## config.mk

```make
export PLATFORM = sky130hd
export DESIGN_NAME = binary_to_bcd_converter
export DESIGN_NICKNAME = d
export VERILOG_FILES = /design/src/rtl/binary_to_bcd_converter.sv
export SDC_FILE = /design/constraint.sdc
export NUM_CORES = 1
export LEC_CHECK = 0
export CAP_MARGIN = 40
export CORE_ASPECT_RATIO = 0.6
export CORE_MARGIN = 5
export CORE_UTILIZATION = 54
export DETAILED_ROUTE_END_ITERATION = 7
export PLACE_DENSITY = 0.79
export SLEW_MARGIN = 20
export SYNTH_ARGS = -nofsm -noshare
export SYNTH_HDL_FRONTEND = slang
export SYNTH_SLANG_ARGS = --single-unit
```

## constraint.sdc

```tcl
create_clock -name clock -period 2.6 [get_ports clock]
set_clock_uncertainty 0.2 [all_clocks]
set_input_delay 0.52 -clock clock [delete_from_list [all_inputs] [get_ports clock]]
set_output_delay 0.52 -clock clock [all_outputs]
set_load 0.01 [all_outputs]
```

## src/rtl/binary_to_bcd_converter.sv

```systemverilog
// Sequential double-dabble binary-to-BCD converter, one input bit per clock.
// Optional BCD_LEADING_BLANK_EN adds a registered leading-zero blank mask.
module binary_to_bcd_converter #(
    parameter int INPUT_WIDTH = 14,
    parameter int NUM_DIGITS  = 4
) (
    input  logic                      clock,
    input  logic                      reset,
    input  logic                      start,
    input  logic [INPUT_WIDTH-1:0]    binary,
    output logic                      busy,
    output logic                      done,
    output logic [4*NUM_DIGITS-1:0]   bcd,
    output logic                      overflow
`ifdef BCD_LEADING_BLANK_EN
    ,
    output logic [NUM_DIGITS-1:0]     blank
`endif
);

    localparam int BW = 4 * NUM_DIGITS;
    localparam int SW = BW + 4;
    localparam int CW = $clog2(INPUT_WIDTH + 1);

    function automatic longint unsigned max_value();
        longint unsigned v;
        v = 1;
        for (int i = 0; i < NUM_DIGITS; i++) begin
            v = v * 10;
        end
        return v - 1;
    endfunction

    localparam longint unsigned MAX_VAL = max_value();
    localparam logic [BW-1:0] NINES = {NUM_DIGITS{4'h9}};

    typedef enum logic {IDLE, SHIFT} state_t;

    state_t                 state_q, state_d;
    logic [INPUT_WIDTH-1:0] shift_q, shift_d;
    logic [SW-1:0]          scratch_q, scratch_d;
    logic [CW-1:0]          cnt_q, cnt_d;
    logic                   ovfp_q, ovfp_d;
    logic                   busy_q, busy_d;
    logic                   done_q, done_d;
    logic [BW-1:0]          bcd_q, bcd_d;
    logic                   overflow_q, overflow_d;
    logic [SW-1:0]          adj;
    logic [SW-1:0]          shifted;
    logic                   last;
    logic                   in_ovf;

`ifdef BCD_LEADING_BLANK_EN
    logic [NUM_DIGITS-1:0]  blank_q, blank_d;

    // Digit i blanks only when it and every higher digit are zero.
    function automatic logic [NUM_DIGITS-1:0] blank_of(
        input logic [BW-1:0] d,
        input logic          ovf
    );
        logic [NUM_DIGITS-1:0] b;
        logic                  zero;
        b    = '0;
        zero = 1'b1;
        for (int i = NUM_DIGITS - 1; i >= 1; i--) begin
            zero = zero && (d[4*i +: 4] == 4'd0);
            b[i] = zero && !ovf;
        end
        return b;
    endfunction

    assign blank = blank_q;
`endif

    assign last   = (cnt_q == CW'(INPUT_WIDTH - 1));
    assign in_ovf = (64'(binary) > 64'(MAX_VAL));

    always_ff @(posedge clock or posedge reset) begin
        if (reset) begin
            state_q <= IDLE;
        end else begin
            state_q <= state_d;
        end
    end

    always_comb begin
        state_d = state_q;
        unique case (state_q)
            IDLE:  if (start) state_d = SHIFT;
            SHIFT: if (last)  state_d = IDLE;
        endcase
    end

    // Add-3 on every scratch nibble, then shift the next input bit in.
    always_comb begin
        adj = scratch_q;
        for (int i = 0; i < SW / 4; i++) begin
            if (adj[4*i +: 4] >= 4'd5) begin
                adj[4*i +: 4] = adj[4*i +: 4] + 4'd3;
            end
        end
        shifted = {adj[SW-2:0], shift_q[INPUT_WIDTH-1]};
    end

    always_comb begin
        shift_d    = shift_q;
        scratch_d  = scratch_q;
        cnt_d      = cnt_q;
        ovfp_d     = ovfp_q;
        busy_d     = busy_q;
        done_d     = 1'b0;
        bcd_d      = bcd_q;
        overflow_d = overflow_q;
`ifdef BCD_LEADING_BLANK_EN
        blank_d    = blank_q;
`endif
        unique case (state_q)
            IDLE: begin
                if (start) begin
                    shift_d   = binary;
                    scratch_d = '0;
                    cnt_d     = '0;
                    ovfp_d    = in_ovf;
                    busy_d    = 1'b1;
                end
            end
            SHIFT: begin
                scratch_d = shifted;
                shift_d   = {shift_q[INPUT_WIDTH-2:0], 1'b0};
                cnt_d     = cnt_q + CW'(1);
                if (last) begin
                    bcd_d      = ovfp_q ? NINES : shifted[BW-1:0];
                    overflow_d = ovfp_q;
                    done_d     = 1'b1;
                    busy_d     = 1'b0;
`ifdef BCD_LEADING_BLANK_EN
                    blank_d    = blank_of(shifted[BW-1:0], ovfp_q);
`endif
                end
            end
        endcase
    end

    always_ff @(posedge clock or posedge reset) begin
        if (reset) begin
            shift_q    <= '0;
            scratch_q  <= '0;
            cnt_q      <= '0;
            ovfp_q     <= 1'b0;
            busy_q     <= 1'b0;
            done_q     <= 1'b0;
            bcd_q      <= '0;
            overflow_q <= 1'b0;
`ifdef BCD_LEADING_BLANK_EN
            blank_q    <= '0;
`endif
        end else begin
            shift_q    <= shift_d;
            scratch_q  <= scratch_d;
            cnt_q      <= cnt_d;
            ovfp_q     <= ovfp_d;
            busy_q     <= busy_d;
            done_q     <= done_d;
            bcd_q      <= bcd_d;
            overflow_q <= overflow_d;
`ifdef BCD_LEADING_BLANK_EN
            blank_q    <= blank_d;
`endif
        end
    end

    assign busy     = busy_q;
    assign done     = done_q;
    assign bcd      = bcd_q;
    assign overflow = overflow_q;

endmodule

```

Yosys cells after proc, flatten, opt, wreduce, memory -nomap -nowiden
Cells that the tools add are included.
- register bits after elaboration: 59
- latch bits: 0
- bits in writable memories: 0
- bits in read-only memories: 0
- output and inout port bits: 19
- memories: 0
- add/subtract/negate cells: 6
- $mul: 0
- divide/modulo/power cells: 0
- magnitude comparators: 6
- eq/ne operators: 3
- shifts and indexed selects: 0
- muxes and demuxes: 20
- bitwise gates (word level): 1
- reductions and logical operators: 3
- operator list (operator ; number):
    $pmux W20 S2 ; 1
    $pmux W14 S2 ; 1
    $ge A4 B3 Y1 const B ; 5
    $mux W20 ; 1
    $mux W4 ; 5
    $add A4 B2 Y4 const B ; 4
    $mux W16 ; 1
    $gt A14 B14 Y1 const B ; 1
    $mux W14 ; 1
    $pmux W4 S2 ; 1
    $mux W1 ; 6
    $reduce_and A2 Y1 ; 3
    $add A4 B1 Y4 const B ; 1
    $eq A4 B4 Y1 const B ; 1
    $pmux W1 S2 ; 2
    $add A3 B2 Y3 const B ; 1
    $mux W3 ; 1
    $ne A2 B1 Y1 const B ; 1
    $ne A2 B2 Y1 const B ; 1
    $not A1 Y1 ; 1

Depth between registers and ports, before layout
- depth in word-level cells: 3
- gate-level depth with buffers: 7
- depth with buffers taken out: 6

Worst setup path before layout
No wires, ideal clock.
- path type: flip-flop to flip-flop
- from: reg scratch_q[0]
- to: reg bcd_q[2], in the netlist bcd[2]
- library setup time: 0.121 ns
- arrival: 1.260 ns
- setup slack: 1.019 ns
- cell stages (with the launch flop): 7
- path buffers: 0
- clock period less this slack: 1.581 ns
- path through: dfrtp_1 > inv_1 > ha_1 > nand2b_1 > a21oi_2 > mux2i_1 > a22o_2
- cells in the longest elaborated chain, start to end: 3
- RTL lines (item ; line ; RTL):
    start: declaration ; 41 ; logic [SW-1:0] scratch_q, scratch_d;
    start signal: assignment ; 159 ; scratch_q <= scratch_d;
    $add A4 B2 Y4 / $ge A4 B3 Y1 (equally long branches) ; 99, 98 ;
    $mux W4 (*) ; 98 ; if (adj[4*i +: 4] >= 4'd5) begin
    $mux W16 (*) ; 132 ; bcd_d = ovfp_q ? NINES : shifted[BW-1:0];
    end signal: assignment ; 152 ; bcd_q <= '0;
    end signal: assignment ; 164 ; bcd_q <= bcd_d;
    end: declaration ; 46 ; logic [BW-1:0] bcd_q, bcd_d;
Mark *: on every way between the ends. The rest lies on a longest branch, timed or not.
A chain may end at the register's enable or synchronous reset.

Worst setup path in the final report
- from: reg cnt_q[1]
- to: reg bcd_q[6], in the netlist bcd[6]
- cells in the longest elaborated chain, start to end: 2
- RTL lines (item ; line ; RTL):
    start: declaration ; 42 ; logic [CW-1:0] cnt_q, cnt_d;
    start signal: assignment ; 160 ; cnt_q <= cnt_d;
    $eq A4 B4 Y1 ; 75 ; assign last = (cnt_q == CW'(INPUT_WIDTH - 1));
    $reduce_and A2 Y1 (no source line) ; n/a ;
Every way passes these cells.

==> results.yml <==
timing:
  period_share_pct: 77.4
  max_freq_ghz: 0.497
  worst_pin_slew_ps: 579
  finalSetupTns_ps: 0
  setup_viol_count_final: 0
  slew_viol_final: 0
  hold_viol: 0
  finalCriticalPeriod_ps: 2010
  slew_headroom_pct: 61.4
  rsz0062_at_grt: "false"
  whs_ps: 281
yosys:
  ys_ff_latch: 55
  syn_area_um2: 2670
  synth.avg_cell_area_um2: 10.4
  syn_inst: 257
  yosys_warnings: 0
  ys_types: 31
  ys_seq_area_share_pct: 51.5
  synth_nets: 284
power:
  seq_power_share_pct: 41.4
  p_sw_uw: 1420
  swShare_pct: 37.9
  clockPowerShare_pct: 13.8
  ir_worst_vdd_mv: 0.601
  p_int_uw: 2330
  power_density_nw_per_um2: 1180
  p_leak_uw: 0.00146
  combPwrFrac_pct: 44.8
cts:
  root_buffer: "clkbuf_8"
  clock_path_buffers: 2
  cts_tree: "done"
  cts_post_setup_buffers_inserted: 0
  cts.htree.levels: 2
  holdBufCountCts: 0
  cts_resized: 0
  numClockSinks: 55
  path_clk_slew_ps: 90
  numCtsBuffers: 5
  insertion_delay_ps: 310
routing:
  ant_nets: 0
  drcViolationCount: 0
  wl_per_cell_um: 15.4
  drtIter0Drc: 93
  viasPerCell: 5.49
  vias: 1939
  drt_wl_total_um: 5440
  dr.pass1.iters: 4
worst_setup_path:
  worstSetupEndpointType: "flip-flop"
  rr_worst_depth: 5
  cp_num_buf_inv: 1
  worst-path-stages: 5
  cp_cell_sequence: "inv_1 > ha_1 > nand4_4 > nor2_2 > a22o_2"
  crit_arrival_ps: 2060
  path_max_fanout: 15
  critPathKind: "flip-flop to flip-flop"
  path_delay_family: "simple AND/OR/NAND/NOR gates"
  worstSetupStartpointType: "flip-flop"
  cpPeakStageDelay_ps: 540
  r2r_setup_slack_ps: 590
  cp.required_ps: 2650
  slowest_stage: "nor2_2"
global_routing:
  grtUsageTotal_pct: 17.9
  grt_max_degree: 65
  grt_pass1_vias: 1950
  overflow: 0
  grt_pass1_wl_um: 9320
  grt_antenna_before_repair: 0
placement:
  io_buffers: 35
  dp_cells: 345
  dp_hpwl_um: 3620
  gp_congestion: 0.766
floorplanning:
  io_pins: 36
  die_w_um: 101
  rows: 19
  initial_core_util_pct: 57.1
  core-area_um2: 4680
  die_area_um2: 6510
  die_h_um: 64.5
worst_hold_path:
  worst_hold_path_type: "flip-flop to flip-flop"
  hold_path_depth: 2
final_layout:
  syn_to_final_growth_pct: 18.6
  drive_above_1_share_pct: 8.62
  fin_cells: 353
  antenna-diode-count: 0
  fin_nets: 316
job:
  drv_cap: 0
outcome:
  status: "finished clean"
worst register-to-register path, stage by stage, from the launching register on:
cell	delay [ps]
dfrtp_1	430
inv_1	90
ha_1	180
nand4_4	280
nor2_2	540
a22o_2	230
cells by family after synthesis:
group	count (synthesis)	share of synthesized area [%]
AOI/OAI and AO/OA	64	15.1
xor gates and xnor gates	4	1.31
DFF	55	51.5
buffers and inverters	26	4.54
muxes	24	9.03
adders and majority gates	10	4.68
and+or+nand+nor	74	13.9
flip-flops by register name, indices dropped and copies added (netlist names):
| name | count |
|---|---|
| bcd | 16 |
| busy | 1 |
| cnt_q | 4 |
| done | 1 |
| overflow | 1 |
| ovfp_q | 1 |
| scratch_q | 16 |
| shift_q | 14 |
| state_q | 1 |
layout by cell type (no fill, tap or decap), types with 5 or more instances in the layout:
master and count:
a21o_1 5, a21oi_1 16, a22o_1 5, clkbuf_8 7, clkdlybuf4s50_1 35, dfrtp_1 54
ha_1 10, inv_1 11, mux2i_1 23, nand2_1 30, nand2b_1 6, nor2_1 15
nor3b_1 11, o21ai_0 22
final timing paths:
check                         start     endpoint
max in group asynchronous     reset   shift_q[3]
max reg2reg                cnt_q[1]       bcd[6]
min reg2reg                  bcd[0]       bcd[0]
min in group asynchronous     reset  shift_q[12]
min                          bcd[0]       bcd[0]
max                        cnt_q[1]       bcd[6]
cell type report:
cell class / instances / area [um^2]
fill: 363 / 1510
sequential: 55 / 1380
multi-input combinational: 176 / 1180
timing repair buffer: 38 / 385
clock buffer: 7 / 96.3
tap: 63 / 78.8
inverter: 13 / 48.8
clock inverter: 1 / 7.51
power groups by stage:
stage	clock, uW	sequential (uW)	combinational [uW]
2_1_floorplan	0	1540	1140
6_report	519	1550	1680
5_1_grt	564	1610	1890
3_3_place_gp	0	1550	1620
3_5_place_dp	0	1560	1680
4_1_cts	530	1550	1690
metrics by stage:
stage | power [uW] | utilization [%] | cell area, um^2 | worst slack [ps]
finish | 3750 | 67.7 | 3170 | 589
global route | 4060 | 67.7 | 3170 | 442
CTS | 3780 | 67.7 | 3170 | 595
detailed placement | 3240 | 65.5 | 3070 | 400
global placement | 3170 | 65.5 | 3070 | 520
floorplan | 2680 | - | 2670 | 537
Yosys cell counts:
library cell  number  share of area (%)
dfrtp_1           55                 51
nor2_2             1               0.23
nand2_1           30                4.2
nor3_1             3               0.56
inv_2              1               0.14
buf_2              7                1.3
a2111oi_0          2               0.66
a22o_2             2               0.75
nor2b_1            1               0.23
a21oi_1           16                3.0
nor4_1             1               0.23
mux2_2             1               0.42
nor2_1            15                2.1
clkbuf_1           2               0.28
xnor2_1            4                1.3
a21oi_2            4                1.3
o31ai_1            4                1.1
a21o_1             5                1.4
mux2i_1           23                8.6
a31oi_1            2               0.47
nand2b_1           6                1.4
nand3_1            4               0.75
a22o_1             5                1.6
nand4_1            1               0.23
o21ai_0           22                4.1
inv_1             12                1.7
ha_1              10                4.7
nand4_4            1               0.80
nor3b_1           11                3.1
a21o_2             2               0.66
buf_4              4                1.1
layer usage:
metal	wire length [um]	up-vias	part of all wire, %	global-route usage (%)
li1	-	954	-	-
met1	2800	936	52	26.2
met2	2350	41	43	27.0
met3	229	8	4.2	3.86
met4	55	0	1.0	5.04
met5	0	-	0	0
(Power assumes the default switching activity.)
